$ cat src/rtl/switch_mcu_pkg.sv
// Shared types and constants for the switch MCU fetch/execute sequencer.
package switch_mcu_pkg;

  localparam int unsigned INSTR_W = 32;
  localparam int unsigned CNT_W   = 4;

  localparam logic [INSTR_W-1:0] NOP_INSTR = 32'h0000_0013;

  typedef enum logic [1:0] {
    StBoot,
    StFetch,
    StExec,
    StNext
  } state_e;

endpackage

$ cat src/rtl/switch_mcu_pc_unit.sv
// PC register with +4 advance and a latched branch/jump target.
module switch_mcu_pc_unit
  import switch_mcu_pkg::*;
#(
  parameter logic [31:0] RESET_PC = 32'h0000_0000
) (
  input  logic        in_clk,
  input  logic        in_rst,
  input  logic        exec_en,
  input  logic        advance,
  input  logic        redirect,
  input  logic [31:0] redirect_pc,
  output logic [31:0] pc
);

  logic [31:0] pc_q;
  logic [31:0] redir_pc_q;
  logic        redir_vld_q;

  // A later redirect within the same instruction overwrites the earlier target.
  always_ff @(posedge in_clk or negedge in_rst) begin
    if (!in_rst) begin
      pc_q        <= RESET_PC;
      redir_pc_q  <= 32'h0000_0000;
      redir_vld_q <= 1'b0;
    end else if (advance) begin
      pc_q        <= redir_vld_q ? redir_pc_q : pc_q + 32'd4;
      redir_vld_q <= 1'b0;
    end else if (exec_en && redirect) begin
      redir_pc_q  <= redirect_pc & 32'hFFFF_FFFC;
      redir_vld_q <= 1'b1;
    end
  end

  assign pc = pc_q;

endmodule

$ cat src/rtl/switch_mcu_fetch_seq.sv
// Multi-cycle fetch/execute sequencer: owns the PC, fetches over req/ack, paces execute.
module switch_mcu_fetch_seq
  import switch_mcu_pkg::*;
#(
  parameter logic [31:0] RESET_PC    = 32'h0000_0000,
  parameter int unsigned EXEC_CYCLES = 4
) (
  input  logic               in_clk,
  input  logic               in_rst,
  output logic               out_imem_req,
  output logic [31:0]        out_imem_addr,
  input  logic               in_imem_ack,
  input  logic [INSTR_W-1:0] in_imem_rdata,
  input  logic               in_stall,
  input  logic               in_redirect,
  input  logic [31:0]        in_redirect_pc,
  output logic [31:0]        out_pc_reg,
  output logic [INSTR_W-1:0] out_instr,
  output logic               out_instr_vld,
  output logic [CNT_W-1:0]   out_cycle_cnt
);

  localparam logic [CNT_W-1:0] LastCnt = CNT_W'(EXEC_CYCLES - 1);

  state_e      state_q;
  logic [31:0] pc;

  switch_mcu_pc_unit #(
    .RESET_PC (RESET_PC)
  ) u_pc_unit (
    .in_clk      (in_clk),
    .in_rst      (in_rst),
    .exec_en     (state_q == StExec),
    .advance     (state_q == StNext),
    .redirect    (in_redirect),
    .redirect_pc (in_redirect_pc),
    .pc          (pc)
  );

  assign out_imem_addr = pc;
  assign out_pc_reg    = pc;

  always_ff @(posedge in_clk or negedge in_rst) begin
    if (!in_rst) begin
      state_q       <= StBoot;
      out_imem_req  <= 1'b0;
      out_instr     <= NOP_INSTR;
      out_instr_vld <= 1'b0;
      out_cycle_cnt <= '0;
    end else begin
      unique case (state_q)
        StBoot: begin
          state_q      <= StFetch;
          out_imem_req <= 1'b1;
        end
        StFetch: begin
          if (in_imem_ack) begin
            state_q       <= StExec;
            out_imem_req  <= 1'b0;
            out_instr     <= in_imem_rdata;
            out_instr_vld <= 1'b1;
            out_cycle_cnt <= '0;
          end
        end
        StExec: begin
          if (!in_stall) begin
            if (out_cycle_cnt == LastCnt) begin
              state_q       <= StNext;
              out_instr_vld <= 1'b0;
              out_cycle_cnt <= '0;
            end else begin
              out_cycle_cnt <= out_cycle_cnt + 1'b1;
            end
          end
        end
        StNext: begin
          state_q      <= StFetch;
          out_imem_req <= 1'b1;
        end
        default: state_q <= StBoot;
      endcase
    end
  end

endmodule
$ cat config.mk
export PLATFORM = sky130hd
export DESIGN_NAME = switch_mcu_fetch_seq
export DESIGN_NICKNAME = d
export VERILOG_FILES = /design/src/rtl/switch_mcu_pkg.sv /design/src/rtl/switch_mcu_pc_unit.sv /design/src/rtl/switch_mcu_fetch_seq.sv
export SDC_FILE = /design/constraint.sdc
export NUM_CORES = 1
export LEC_CHECK = 0
export ABC_CLOCK_PERIOD_IN_PS = 2800
export CORE_MARGIN = 2
export CORE_UTILIZATION = 46
export CTS_CLUSTER_DIAMETER = 60
export CTS_CLUSTER_SIZE = 16
export DETAILED_ROUTE_END_ITERATION = 12
export PLACE_DENSITY = 0.9
export SETUP_SLACK_MARGIN = 0.02
export SLEW_MARGIN = 25
export SYNTH_ARGS = -nofsm -noshare
export SYNTH_HDL_FRONTEND = slang
export SYNTH_HIERARCHICAL = 1
export SYNTH_SLANG_ARGS = --single-unit
export TNS_END_PERCENT = 1
$ cat constraint.sdc
create_clock -name in_clk -period 2.8 [get_ports in_clk]
set_clock_uncertainty 0.1 [all_clocks]
set_input_delay 0.28 -clock in_clk [delete_from_list [all_inputs] [get_ports in_clk]]
set_output_delay 0.28 -clock in_clk [all_outputs]
set_load 0.02 [all_outputs]
# After elaboration in Yosys (flattened, before gate mapping)
# Cells that the tools add are included.
# op_classes
muxes,17
reduce_logical,12
n_eq_ne,7
n_bitwise,1
add_sub_neg,2
# ops
op,count
$add 32x3->32 const B,1
$mux 32,1
$mux 4,3
$pmux 4 s2,1
$mux 1,6
$mux 2,3
$ne 2x2->1 const B,3
$pmux 2 s3,1
$reduce_and 2->1,3
$reduce_and 3->1,2
$reduce_bool 2->1,3
$add 4x1->4 const B,1
$eq 2x2->1 const B,2
$eq 4x2->1 const B,1
$pmux 1 s2,2
$reduce_and 4->1,1
$eq 2x1->1 const B,1
$logic_not 2->1,1
$reduce_or 2->1,1
$logic_and 1x1->1,1
$not 1->1,1
# word_totals
reg_bits,103
output_inout_bits,102
wordCells,47
input_bits,69

# Depth between registers and ports, before layout
# depth
ltp_word,4
ltp_mapped,7

# By module
# Netlist, hierarchy kept.
# by_module_without_submodules
mod,n_inst,area_per_inst_um2,cells_each
switch_mcu_pc_unit,1,3110.5,309
switch_mcu_fetch_seq,1,1918.1,147

# Worst setup path after synthesis
# No wires, ideal clock.
# synth_path
path_type,register -> register
start,register u_pc_unit.pc_q[2] (netlist: u_pc_unit/pc[2])
end,register u_pc_unit.pc_q[30] (netlist: u_pc_unit/pc[30])
setup_ns,0.128
synth_period_minus_slack_ns,2.346
path_stages_with_launch,8
arrival_time_ns,2.119
path_buffers,1
slack_ns,0.454
path_cell_list,dfrtp_1 -> ha_1 -> and4_1 -> buf_4 -> nand4_2 -> or3_1 -> nor3_2 -> mux2_1
# synth_via
elab_chain_len,2
# synth_rtl
element,line_no,source
start: declaration,switch_mcu_pc_unit.sv:16,logic [31:0] pc_q;
start signal: assignment,switch_mcu_pc_unit.sv:27,pc_q <= redir_vld_q ? redir_pc_q : pc_q + 32'd4;
$add 32x3->32,switch_mcu_pc_unit.sv:27,
$mux 32,switch_mcu_pc_unit.sv:27,
# No other way between the ends.
# A chain may end at the register's enable or synchronous reset.

# Final worst setup path
# Ends and elaborated chain as after synthesis.

==> flow_summary.json <==
{
  "status": "finished clean",
  "ys_ff_latch": 101,
  "ys.flop_type": "dfrtp_1",
  "die_x_um": 108.6,
  "worstMarginPinSlew_ns": 0.8778,
  "async_reset_ff_frac": 1.000,
  "post-route-min-period_ns": 2.504,
  "clock_path_buffers": 2,
  "hold_path_startpoint": "in_imem_rdata[31]",
  "fin_nets": 659,
  "hold_viol": 0,
  "worst_slack_ns": 0.2955,
  "critPathKind": "reg -> reg",
  "start_kind": "flip-flop",
  "min_period_over_period": 0.8945,
  "cp_data_required_time_ns": 2.98,
  "drc": 0,
  "crit_path_max_fanout": 7,
  "rr_worst_depth": 6,
  "slowest_delay_ns": 0.50,
  "synth_cell_types": 55,
  "fin_tns_setup_ns": 0,
  "worstHoldPathCells": 2,
  "slowest_stage": "or3_1",
  "path_buf_inv": 0,
  "regArea_um2": 2531,
  "synthCells": 456,
  "max-slew-margin-rel": 0.4126,
  "clkTransAtPathRegs_ns": 0.09,
  "mostFrequentLayoutCell": "clkdlybuf4s50_1",
  "cts_setup_buffers": 0,
  "synth_edf_count": 0,
  "grt_pass1_wl_mm": 21.05,
  "overflow": 0,
  "port-buffer-count": 164,
  "layout_common_cells": "163 x clkdlybuf4s50_1, 98 x dfrtp_1, 62 x mux2_2",
  "reg2reg_from": "u_pc_unit/pc[2]",
  "grt_use_total": 0.2330,
  "holdPathEnd": "out_instr[31]",
  "wire_per_inst_um": 17.70,
  "grt_max_degree": 60,
  "rsz0062_at_grt": "no",
  "cp_data_arrival_time_ns": 2.68,
  "cap_violations": 0,
  "power.density_nw_per_um2": 1230,
  "drive_above_1_share": 0.1579,
  "vias": 4139,
  "rows": 38,
  "boundaryPins": 171,
  "antenna_found_initial": 1,
  "ant_nets": 0,
  "timing.rr.end": "u_pc_unit/pc[30]",
  "seq_area_frac_synth": 0.5034,
  "cts-buffers-inserted": 9,
  "routabilityCongestion": 0.8747,
  "core-area_um2": 10750,
  "avgSynthCellArea_um2": 11.03,
  "path_delay_family": "simple AND/OR/NAND/NOR gates",
  "hpwl_mm": 9.194,
  "die_area_um2": 11780,
  "cts_resized": 0,
  "root_buffer": "clkbuf_8",
  "p_leak_nw": 2.766,
  "clock_sinks": 101,
  "clk_latency_ns": 0.38,
  "synth_area_um2": 5029,
  "clock.fmax_mhz": 399.3,
  "maxSlewViolCount": 0,
  "hp-class": "in -> reg",
  "r2r_slack_ns": 0.30,
  "htree_levels": 3,
  "start_util": 0.4680,
  "irDropWorstVdd_uv": 649.2,
  "fillers": 851,
  "drtIter0Drc": 183,
  "worstSetupEndpointType": "flip-flop",
  "yosysWarnings": 6,
  "dr.pass1.iters": 4,
  "vias_per_cell": 5.670,
  "grt_pass1_vias": 4275,
  "die_h_um": 108.6,
  "cts_tree": "yes",
  "path_cells": "ha_1, and4_1, nand4_2, or3_1, nor3_2, mux2_1",
  "multi_input_area_um2": 2112,
  "setup_viol": 0,
  "finalWirelength_mm": 12.92,
  "critical_path.startpoint": "u_pc_unit/pc[2]",
  "syn_to_final_growth_pct": 34.64,
  "place_ws_ns": 0.3093
}
[area by class of cell]
cell class / instances / area share
diodes: 1 / 0.0003696
clock buffers: 16 / 0.02809
inverters: 10 / 0.005544
multi-input cells: 289 / 0.3120
flip-flops and latches: 101 / 0.3739
well taps: 140 / 0.02587
repair buffers: 173 / 0.2543
[cell families (layout without fill, tap and decap cells)]
kind of cell             count (synthesis)  in the layout  synth area share
AND/OR/NAND/NOR                        119            119            0.1289
flip-flops                             101            101            0.5034
AO/OA/AOI/OAI                           93             93            0.1217
multiplexers                            69             69            0.1530
buffers and inverters                   67            199           0.07738
adder cells (fa/ha/maj)                  6              6           0.01493
other                                    1              3         0.0007457
[power breakdown]
group	total [mW]	switching, mW	internal [mW]
Sequential	2.92	0.737	2.19
Combinational	4.49	2.28	2.22
Clock	0.907	0.485	0.423
[how the worst max path moves through the flow]
stage | endpoint | slack (ns) | cells past startpoint
2_1_floorplan | u_pc_unit/pc[30] | 0.45 | 7
5_1_grt | u_pc_unit/pc[30] | 0.22 | 6
3_5_place_dp | u_pc_unit/pc[30] | 0.31 | 6
4_1_cts | u_pc_unit/pc[30] | 0.30 | 6
3_3_place_gp | u_pc_unit/pc[30] | 0.39 | 6
6_report | u_pc_unit/pc[30] | 0.30 | 6
[registers in the layout (all words and copies together), names as in the netlist]
name,count
out_instr,32
u_pc_unit/pc,30
u_pc_unit/redir_pc_q,30
out_cycle_cnt,4
state_q,2
out_imem_req,1
out_instr_vld,1
u_pc_unit/redir_vld_q,1
[synth_stat cells (2+ instances only)]
cell       instances  area (um2)
nor2b_1            2       12.51
a221oi_1           4       35.03
clkbuf_1          15       56.30
mux2_2            62       698.2
o21ai_0           22       110.1
o211ai_1           2       15.01
dfrtp_1           98        2452
o22ai_1            4       25.02
o31ai_1            4       30.03
nand2_1           26       97.59
nor3_1            11       55.05
ha_1               6       75.07
and3_1             3       18.77
o2bb2ai_1          3       26.28
o311ai_1           3       26.28
mux2i_1            6       60.06
a22oi_1           12       90.09
nor2_1            19       71.32
a21o_1             2       15.01
nand3b_1           4       30.03
nand4_1            9       56.30
dfstp_2            3       78.83
nand4_2            2       25.02
or3_1              4       25.02
buf_4             35       262.8
nor4_1             7       43.79
buf_2              5       25.02
o31a_1             2       17.52
inv_1              9       33.78
and2_1             2       12.51
nor3b_1            3       22.52
a21oi_1           22       110.1
nand3_1           16       80.08
buf_1              2       7.510
a31oi_1            3       18.77
o41ai_1            2       17.52
and4_1             4       35.03
[per-layer routing]
metal  routed length [um]  part of all wire  track usage
met5                    0                 0            0
met4                  305             0.024      0.09615
met3                 1449              0.11       0.1049
met2                 6346              0.49       0.3862
met1                 4817              0.37       0.2608
[stage by stage]
step                      cells  utilization  cell area (um2)  power, mW  hold WS, ns
after CTS                   729       0.6298             6768      8.367       0.3853
final                       730       0.6301             6770      8.326       0.4028
after floorplan             457            -             5032      5.656      -0.1156
after detailed placement    712       0.6112             6568      7.422       0.2999
after global routing        729       0.6298             6768      8.860       0.3867
after global placement      712       0.6112             6568      7.217       0.2869
[what timing repair did]
item,CTS,global route
hold endpoints to repair,55,0
setup endpoints to repair,0,0
hold buffers,1,0
(Power assumes the default switching activity.)
